## config.mk

```make
export PLATFORM = sky130hd
export DESIGN_NAME = clock_set_ctrl
export DESIGN_NICKNAME = d
export VERILOG_FILES = /design/src/rtl/clock_set_ctrl_pkg.sv /design/src/rtl/time_field_step.sv /design/src/rtl/clock_set_ctrl.sv
export SDC_FILE = /design/constraint.sdc
export NUM_CORES = 1
export LEC_CHECK = 0
export CORE_MARGIN = 8
export CORE_UTILIZATION = 50
export CTS_CLUSTER_SIZE = 12
export DETAILED_ROUTE_END_ITERATION = 8
export GPL_TIMING_DRIVEN = 0
export MAX_ROUTING_LAYER = met4
export PLACE_DENSITY = 0.71
export SLEW_MARGIN = 20
export SYNTH_ARGS = -nofsm -noshare
export SYNTH_HDL_FRONTEND = slang
export SYNTH_SLANG_ARGS = --single-unit
```

## constraint.sdc

```tcl
create_clock -name clk -period 4.9 [get_ports clk]
set_input_delay 0.98 -clock clk [delete_from_list [all_inputs] [get_ports clk]]
set_output_delay 0.98 -clock clk [all_outputs]
set_load 0.02 [all_outputs]
```

## src/rtl/clock_set_ctrl_pkg.sv

```systemverilog
// Shared definitions for the clock-setting controller: FSM states, field
// geometry of the packed {hour, min, sec} time word and the sel codes.
package clock_set_ctrl_pkg;

  typedef enum logic [2:0] {
    ST_RUN    = 3'd0,
    ST_SET_H  = 3'd1,
    ST_SET_M  = 3'd2,
    ST_SET_S  = 3'd3,
    ST_COMMIT = 3'd4
  } state_t;

  localparam int unsigned TIME_W   = 17;
  localparam int unsigned HOUR_W   = 5;
  localparam int unsigned MIN_W    = 6;
  localparam int unsigned SEC_W    = 6;

  localparam int unsigned HOUR_MAX = 23;
  localparam int unsigned MIN_MAX  = 59;
  localparam int unsigned SEC_MAX  = 59;

  localparam int unsigned HOUR_LSB = 12;
  localparam int unsigned MIN_LSB  = 6;
  localparam int unsigned SEC_LSB  = 0;

  localparam logic [1:0] SEL_NONE = 2'd0;
  localparam logic [1:0] SEL_HOUR = 2'd1;
  localparam logic [1:0] SEL_MIN  = 2'd2;
  localparam logic [1:0] SEL_SEC  = 2'd3;

  // Replace any out-of-range field of a captured time with zero.
  function automatic logic [TIME_W-1:0] sanitize_time(input logic [TIME_W-1:0] t);
    logic [HOUR_W-1:0] h;
    logic [MIN_W-1:0]  m;
    logic [SEC_W-1:0]  s;
    h = t[HOUR_LSB +: HOUR_W];
    m = t[MIN_LSB  +: MIN_W];
    s = t[SEC_LSB  +: SEC_W];
    if (h > HOUR_W'(HOUR_MAX)) h = '0;
    if (m > MIN_W'(MIN_MAX))   m = '0;
    if (s > SEC_W'(SEC_MAX))   s = '0;
    return {h, m, s};
  endfunction

endpackage

```

## src/rtl/time_field_step.sv

```systemverilog
// Combinational +/-1 step of one time field, wrapping between 0 and MAX.
module time_field_step #(
  parameter int unsigned W   = 6,
  parameter int unsigned MAX = 59
) (
  input  logic [W-1:0] i_val,
  input  logic         i_inc,
  input  logic         i_dec,
  output logic [W-1:0] o_val
);

  // Increment wraps MAX->0, decrement wraps 0->MAX; otherwise pass through.
  always_comb begin
    o_val = i_val;
    if (i_inc) begin
      o_val = (i_val == W'(MAX)) ? '0 : i_val + W'(1);
    end else if (i_dec) begin
      o_val = (i_val == '0) ? W'(MAX) : i_val - W'(1);
    end
  end

endmodule

```

## src/rtl/clock_set_ctrl.sv

```systemverilog
// Clock-setting controller: stops the time-of-day counter, lets the user
// edit hour/min/sec with inc/dec keys, then loads the edited time back.
module clock_set_ctrl
  import clock_set_ctrl_pkg::*;
#(
  parameter int unsigned TIME_BLINK = 10_000_000,
  parameter int unsigned TIME_OUT   = 200_000_000
) (
  input  logic              clk,
  input  logic              rst_n,
  input  logic              key_mode,
  input  logic              key_inc,
  input  logic              key_dec,
  input  logic [TIME_W-1:0] cur_time,
  output logic              run_en,
  output logic              load,
  output logic [TIME_W-1:0] load_time,
  output logic [1:0]        sel,
  output logic              blink
);

  localparam int unsigned BLINK_W = $clog2(TIME_BLINK + 1);
  localparam int unsigned TO_W    = (TIME_OUT > 1) ? $clog2(TIME_OUT) : 1;

  state_t              r_state;
  state_t              w_next;
  logic [TIME_W-1:0]   r_edit;
  logic [TIME_W-1:0]   r_load_time;
  logic [TIME_W-1:0]   w_edit_step;
  logic [BLINK_W-1:0]  r_blink_cnt;
  logic                r_blink;
  logic [TO_W-1:0]     r_to;
  logic                w_in_edit;
  logic                w_next_edit;
  logic                w_enter;
  logic                w_any_key;
  logic                w_inc;
  logic                w_dec;
  logic                w_timeout;
  logic [HOUR_W-1:0]   w_hour_n;
  logic [MIN_W-1:0]    w_min_n;
  logic [SEC_W-1:0]    w_sec_n;

  // State register.
  always_ff @(posedge clk) begin
    if (!rst_n) r_state <= ST_RUN;
    else        r_state <= w_next;
  end

  // Next-state decode and state-derived outputs.
  always_comb begin
    w_next    = r_state;
    run_en    = 1'b0;
    load      = 1'b0;
    sel       = SEL_NONE;
    w_in_edit = 1'b0;
    w_any_key = key_mode | key_inc | key_dec;
    w_timeout = (r_to == TO_W'(TIME_OUT - 1)) && !w_any_key;
    case (r_state)
      ST_RUN: begin
        run_en = 1'b1;
        if (key_mode) w_next = ST_SET_H;
      end
      ST_SET_H: begin
        sel       = SEL_HOUR;
        w_in_edit = 1'b1;
        if (key_mode)       w_next = ST_SET_M;
        else if (w_timeout) w_next = ST_RUN;
      end
      ST_SET_M: begin
        sel       = SEL_MIN;
        w_in_edit = 1'b1;
        if (key_mode)       w_next = ST_SET_S;
        else if (w_timeout) w_next = ST_RUN;
      end
      ST_SET_S: begin
        sel       = SEL_SEC;
        w_in_edit = 1'b1;
        if (key_mode)       w_next = ST_COMMIT;
        else if (w_timeout) w_next = ST_RUN;
      end
      ST_COMMIT: begin
        // Gated by rst_n so a reset landing on COMMIT never shows a load.
        load   = rst_n;
        w_next = ST_RUN;
      end
      default: w_next = ST_RUN;
    endcase
    // Mode wins over inc/dec; inc together with dec cancels both.
    w_inc       = w_in_edit & key_inc & ~key_dec & ~key_mode;
    w_dec       = w_in_edit & key_dec & ~key_inc & ~key_mode;
    w_next_edit = (w_next == ST_SET_H) || (w_next == ST_SET_M) || (w_next == ST_SET_S);
    w_enter     = w_next_edit && (w_next != r_state);
  end

  time_field_step #(.W(HOUR_W), .MAX(HOUR_MAX)) u_hour_step (
    .i_val (r_edit[HOUR_LSB +: HOUR_W]),
    .i_inc (w_inc && (r_state == ST_SET_H)),
    .i_dec (w_dec && (r_state == ST_SET_H)),
    .o_val (w_hour_n)
  );

  time_field_step #(.W(MIN_W), .MAX(MIN_MAX)) u_min_step (
    .i_val (r_edit[MIN_LSB +: MIN_W]),
    .i_inc (w_inc && (r_state == ST_SET_M)),
    .i_dec (w_dec && (r_state == ST_SET_M)),
    .o_val (w_min_n)
  );

  time_field_step #(.W(SEC_W), .MAX(SEC_MAX)) u_sec_step (
    .i_val (r_edit[SEC_LSB +: SEC_W]),
    .i_inc (w_inc && (r_state == ST_SET_S)),
    .i_dec (w_dec && (r_state == ST_SET_S)),
    .o_val (w_sec_n)
  );

  assign w_edit_step = {w_hour_n, w_min_n, w_sec_n};
  assign load_time   = r_load_time;
  assign blink       = r_blink;

  // Edit register, committed time, timeout and blink timers.
  always_ff @(posedge clk) begin
    if (!rst_n) begin
      r_edit      <= '0;
      r_load_time <= '0;
      r_to        <= '0;
      r_blink_cnt <= '0;
      r_blink     <= 1'b1;
    end else begin
      if ((r_state == ST_RUN) && key_mode) r_edit <= sanitize_time(cur_time);
      else if (w_inc || w_dec)             r_edit <= w_edit_step;

      // Latched on entry to COMMIT so it is valid throughout the load cycle.
      if (w_next == ST_COMMIT) r_load_time <= r_edit;

      if (!w_next_edit || w_enter || w_any_key) r_to <= '0;
      else                                      r_to <= r_to + TO_W'(1);

      if (!w_next_edit) begin
        r_blink_cnt <= '0;
        r_blink     <= 1'b1;
      end else if (w_enter || w_inc || w_dec) begin
        r_blink_cnt <= BLINK_W'(1);
        r_blink     <= 1'b1;
      end else if (r_blink_cnt == BLINK_W'(TIME_BLINK)) begin
        r_blink_cnt <= BLINK_W'(1);
        r_blink     <= ~r_blink;
      end else begin
        r_blink_cnt <= r_blink_cnt + BLINK_W'(1);
      end
    end
  end

endmodule

```

==> results.md <==
* R2R setup slack at 2620 ps
* Sequential share of power at 52.0%
* Synth Instances at 618
* Vias at 4565
* CP Capture Type: primary output
* Critical path type: primary input to primary output
* Dpl cell area at 5550 sq um
* Nets at 702
* Antenna Cells at 0
* Worst min path class: flop to flop
* Commonest non-fill, non-tap cell in the layout: dfxtp_1
* MaxCap Viol Count at 0
* Rows at 36
* Die Y at 115.6 um
* DIE WIDTH at 115.6 um
* Storage cell area at 1802 sq um
* Met2 Track Usage GR at 29.19%
* Num CTS Buffers at 9
* First-pass GRT wire length at 20.38 mm
* CP endpoint: load
* Clock tree buffer depth at 2
* Final setup fails at 0
* Num Clock Sinks at 90
* Place WS at 1104 ps
* Slew of the pin with the lowest slew margin at 793.2 ps
* Root Driver: clkbuf_8
* Post-CTS Resized at 0
* Net Switching at 0.4241 mW
* Syn-to-layout area delta at 15.40%
* Startpoint Class: primary input
* Post-synth EDFFs at 0
* Crit Reg-Reg Startpoint: r_to[0]
* Worst-case headroom to the max-slew limit at 46.63%
* CP required at 3920 ps
* Sw Share at 28.80%
* Port Buffers at 42
* Hold Vio Cnt, Final at 0
* First-pass detailed-route iteration total at 5
* Pins Over Slew Limit at 0
* Ys Warns at 0
* CTS tree: built
* Post-CTS Hold Fix Bufs at 0
* Syn avg cell area at 8.032 sq um
* Most used flip-flop cell after synthesis: dfxtp_1
* Synth cell types at 67
* DRC errors left at 0
* Die area at 13370 sq um
* DRT Wirelength at 11.98 mm
* Post-synth top area cell: dfxtp_1
* DRT iter0 DRCs at 317
* Ports at 44
* RSZ-0062 raised after global routing: false
* Post-DR wirelength/cell at 14.80 um
* Crit-path max FO at 10
* Cell Area, Synth at 4964 sq um
* Data arrival, critical path at 2860 ps
* Initial antenna violation count at 0
* Share of layout cells above drive strength 1 at 6.657%
* Clock Power Share at 32.2%
* Synth top area share at 36.30%
* Skew-Pair Late Insertion Delay at 370 ps
* Internal Power at 1.049 mW
* Synth area leaders: dfxtp_1, xnor2_1, nor2_1
* Crit. Startpoint: rst_n
* Hold path depth at 2
* H-tree levels at 3
* Vias in the first global route at 4235
* Seq/Total Area, Yosys at 36.30%
* GRT Max-Usage Layer: met2
* Design Power at 1.473 mW
* Setup ws final at 1062 ps
* Design Area, Final at 5728 sq um
* Status: finished clean
* Clock transition at path regs at 80 ps
* Largest net degree at the start of global routing at 16
* Fillers at 905
* Clock Skew at 10.55 ps
* Worst flop-to-flop path endpoint: r_to[27]
* Vias per inst at 5.643
* Synth async-reset ratio at 0%
* F_max at 0.2606 GHz
* Max IR drop VDD at 0.0001422 V
* Remaining Overflow, GRT at 0
* Starting Density at 51.25%
* Met3 Usage GRT at 2.241%
* Placed wire-length estimate at 8.779 mm
* Final Wtd Congestion at 0.9096
* Period utilisation layout at 78.32%
* Met1 GRT Util at 25.18%
* R2R depth at 8
* Commonest non-fill, non-tap cells in the layout: dfxtp_1, nor2_1, nand2_1
* Pleak at 1.801 nW
* Area of the multi-input gates at 2903 sq um
* Routed Antenna Nets at 0
* Gate power share at 15.9%
* Period minus WS final at 3838 ps
* CORE AREA at 9684 sq um
* GRT Total Usage at 19.02%
* Setup TNS at 0 ps
* Synthesized Nets at 649
* Power per cell area at 257.1 nW/um^2
* Post-CTS setup buffers at 0
* #FFs+latches synth at 90
-- registers in the layout, indices dropped and copies added, names as in the netlist --
register     flops
r_blink_cnt     24
load_time       17
r_to            28
blink            1
r_state          3
r_edit          17
-- stage by stage --
stage | hold slack [ps] | util, % | instances
CTS | 459.4 | 59.15 | 809
global placement | 439.6 | 57.31 | 793
floorplan | 425.4 | - | 618
finish | 457.2 | 59.15 | 809
global route | 475.9 | 59.15 | 809
detailed placement | 446.1 | 57.31 | 793
-- kinds of logic after synthesis --
kind of cell,share of synthesized area (%)
multiplexers,1.286
buffers and inverters,5.218
AO/OA/AOI/OAI,13.01
flip-flops,36.30
AND/OR/NAND/NOR,31.33
XOR/XNOR,10.59
adder cells (fa/ha/maj),2.269
-- critical path: stages --
cell and delay, ps:
clkbuf_1 370, clkbuf_1 500, nand2_1 100, nor3_1 230, clkdlybuf4s50_1 670
-- cell type report --
cell class,instances,area share (%)
inverter,18,1.180
sequential,90,31.45
tap,133,2.905
clock buffer,10,2.403
clock inverter,6,0.6990
multi-input combinational,471,50.68
timing repair buffer,42,7.339
buffer,39,3.342
-- synthesized netlist by cell type, types with 3 or more instances --
cell type and count:
a221oi_1 7, buf_4 5, a21o_1 3, nand3_1 42, xor2_1 20, nor3_1 29
nor4_1 12, a31oi_1 3, and3_1 9, ha_1 9, nand3b_1 3, inv_1 17
nand2_1 64, or3_1 6, o21ai_1 3, nor4b_1 5, xnor2_1 40, o31ai_1 3
and2_1 4, nor2_1 78, buf_2 9, a311oi_1 3, nand2b_1 6, dfxtp_1 90
clkbuf_1 22, nor2b_1 5, o211ai_1 7, mux2i_1 3, nand4_1 23, o21ai_0 8
and4_1 4, a21oi_1 33
-- per-layer routing --
layer | up-vias | wire, um
li1 | 2289 | -
met1 | 2177 | 5898
met2 | 87 | 5482
met3 | 12 | 423
met4 | 0 | 172
met5 | - | 0
-- how the worst min path moves through the flow --
stage	start	to	slack, ps
2_1_floorplan	r_to[0]	r_to[0]	430
3_3_place_gp	r_to[0]	r_to[0]	440
3_5_place_dp	load_time[14]	load_time[14]	450
4_1_cts	load_time[14]	load_time[14]	460
5_1_grt	load_time[9]	load_time[9]	480
6_report	load_time[1]	load_time[1]	460
-- power groups by stage --
| stage | Sequential (mW) | Clock, mW | Combinational, mW |
|---|---|---|---|
| CTS | 0.765 | 0.485 | 0.231 |
| global placement | 0.781 | 0 | 0.223 |
| finish | 0.766 | 0.473 | 0.234 |
| global route | 0.768 | 0.509 | 0.256 |
| detailed placement | 0.782 | 0 | 0.229 |
| floorplan | 0.777 | 0 | 0.165 |
Note: power is estimated with default switching activity, not from simulation.
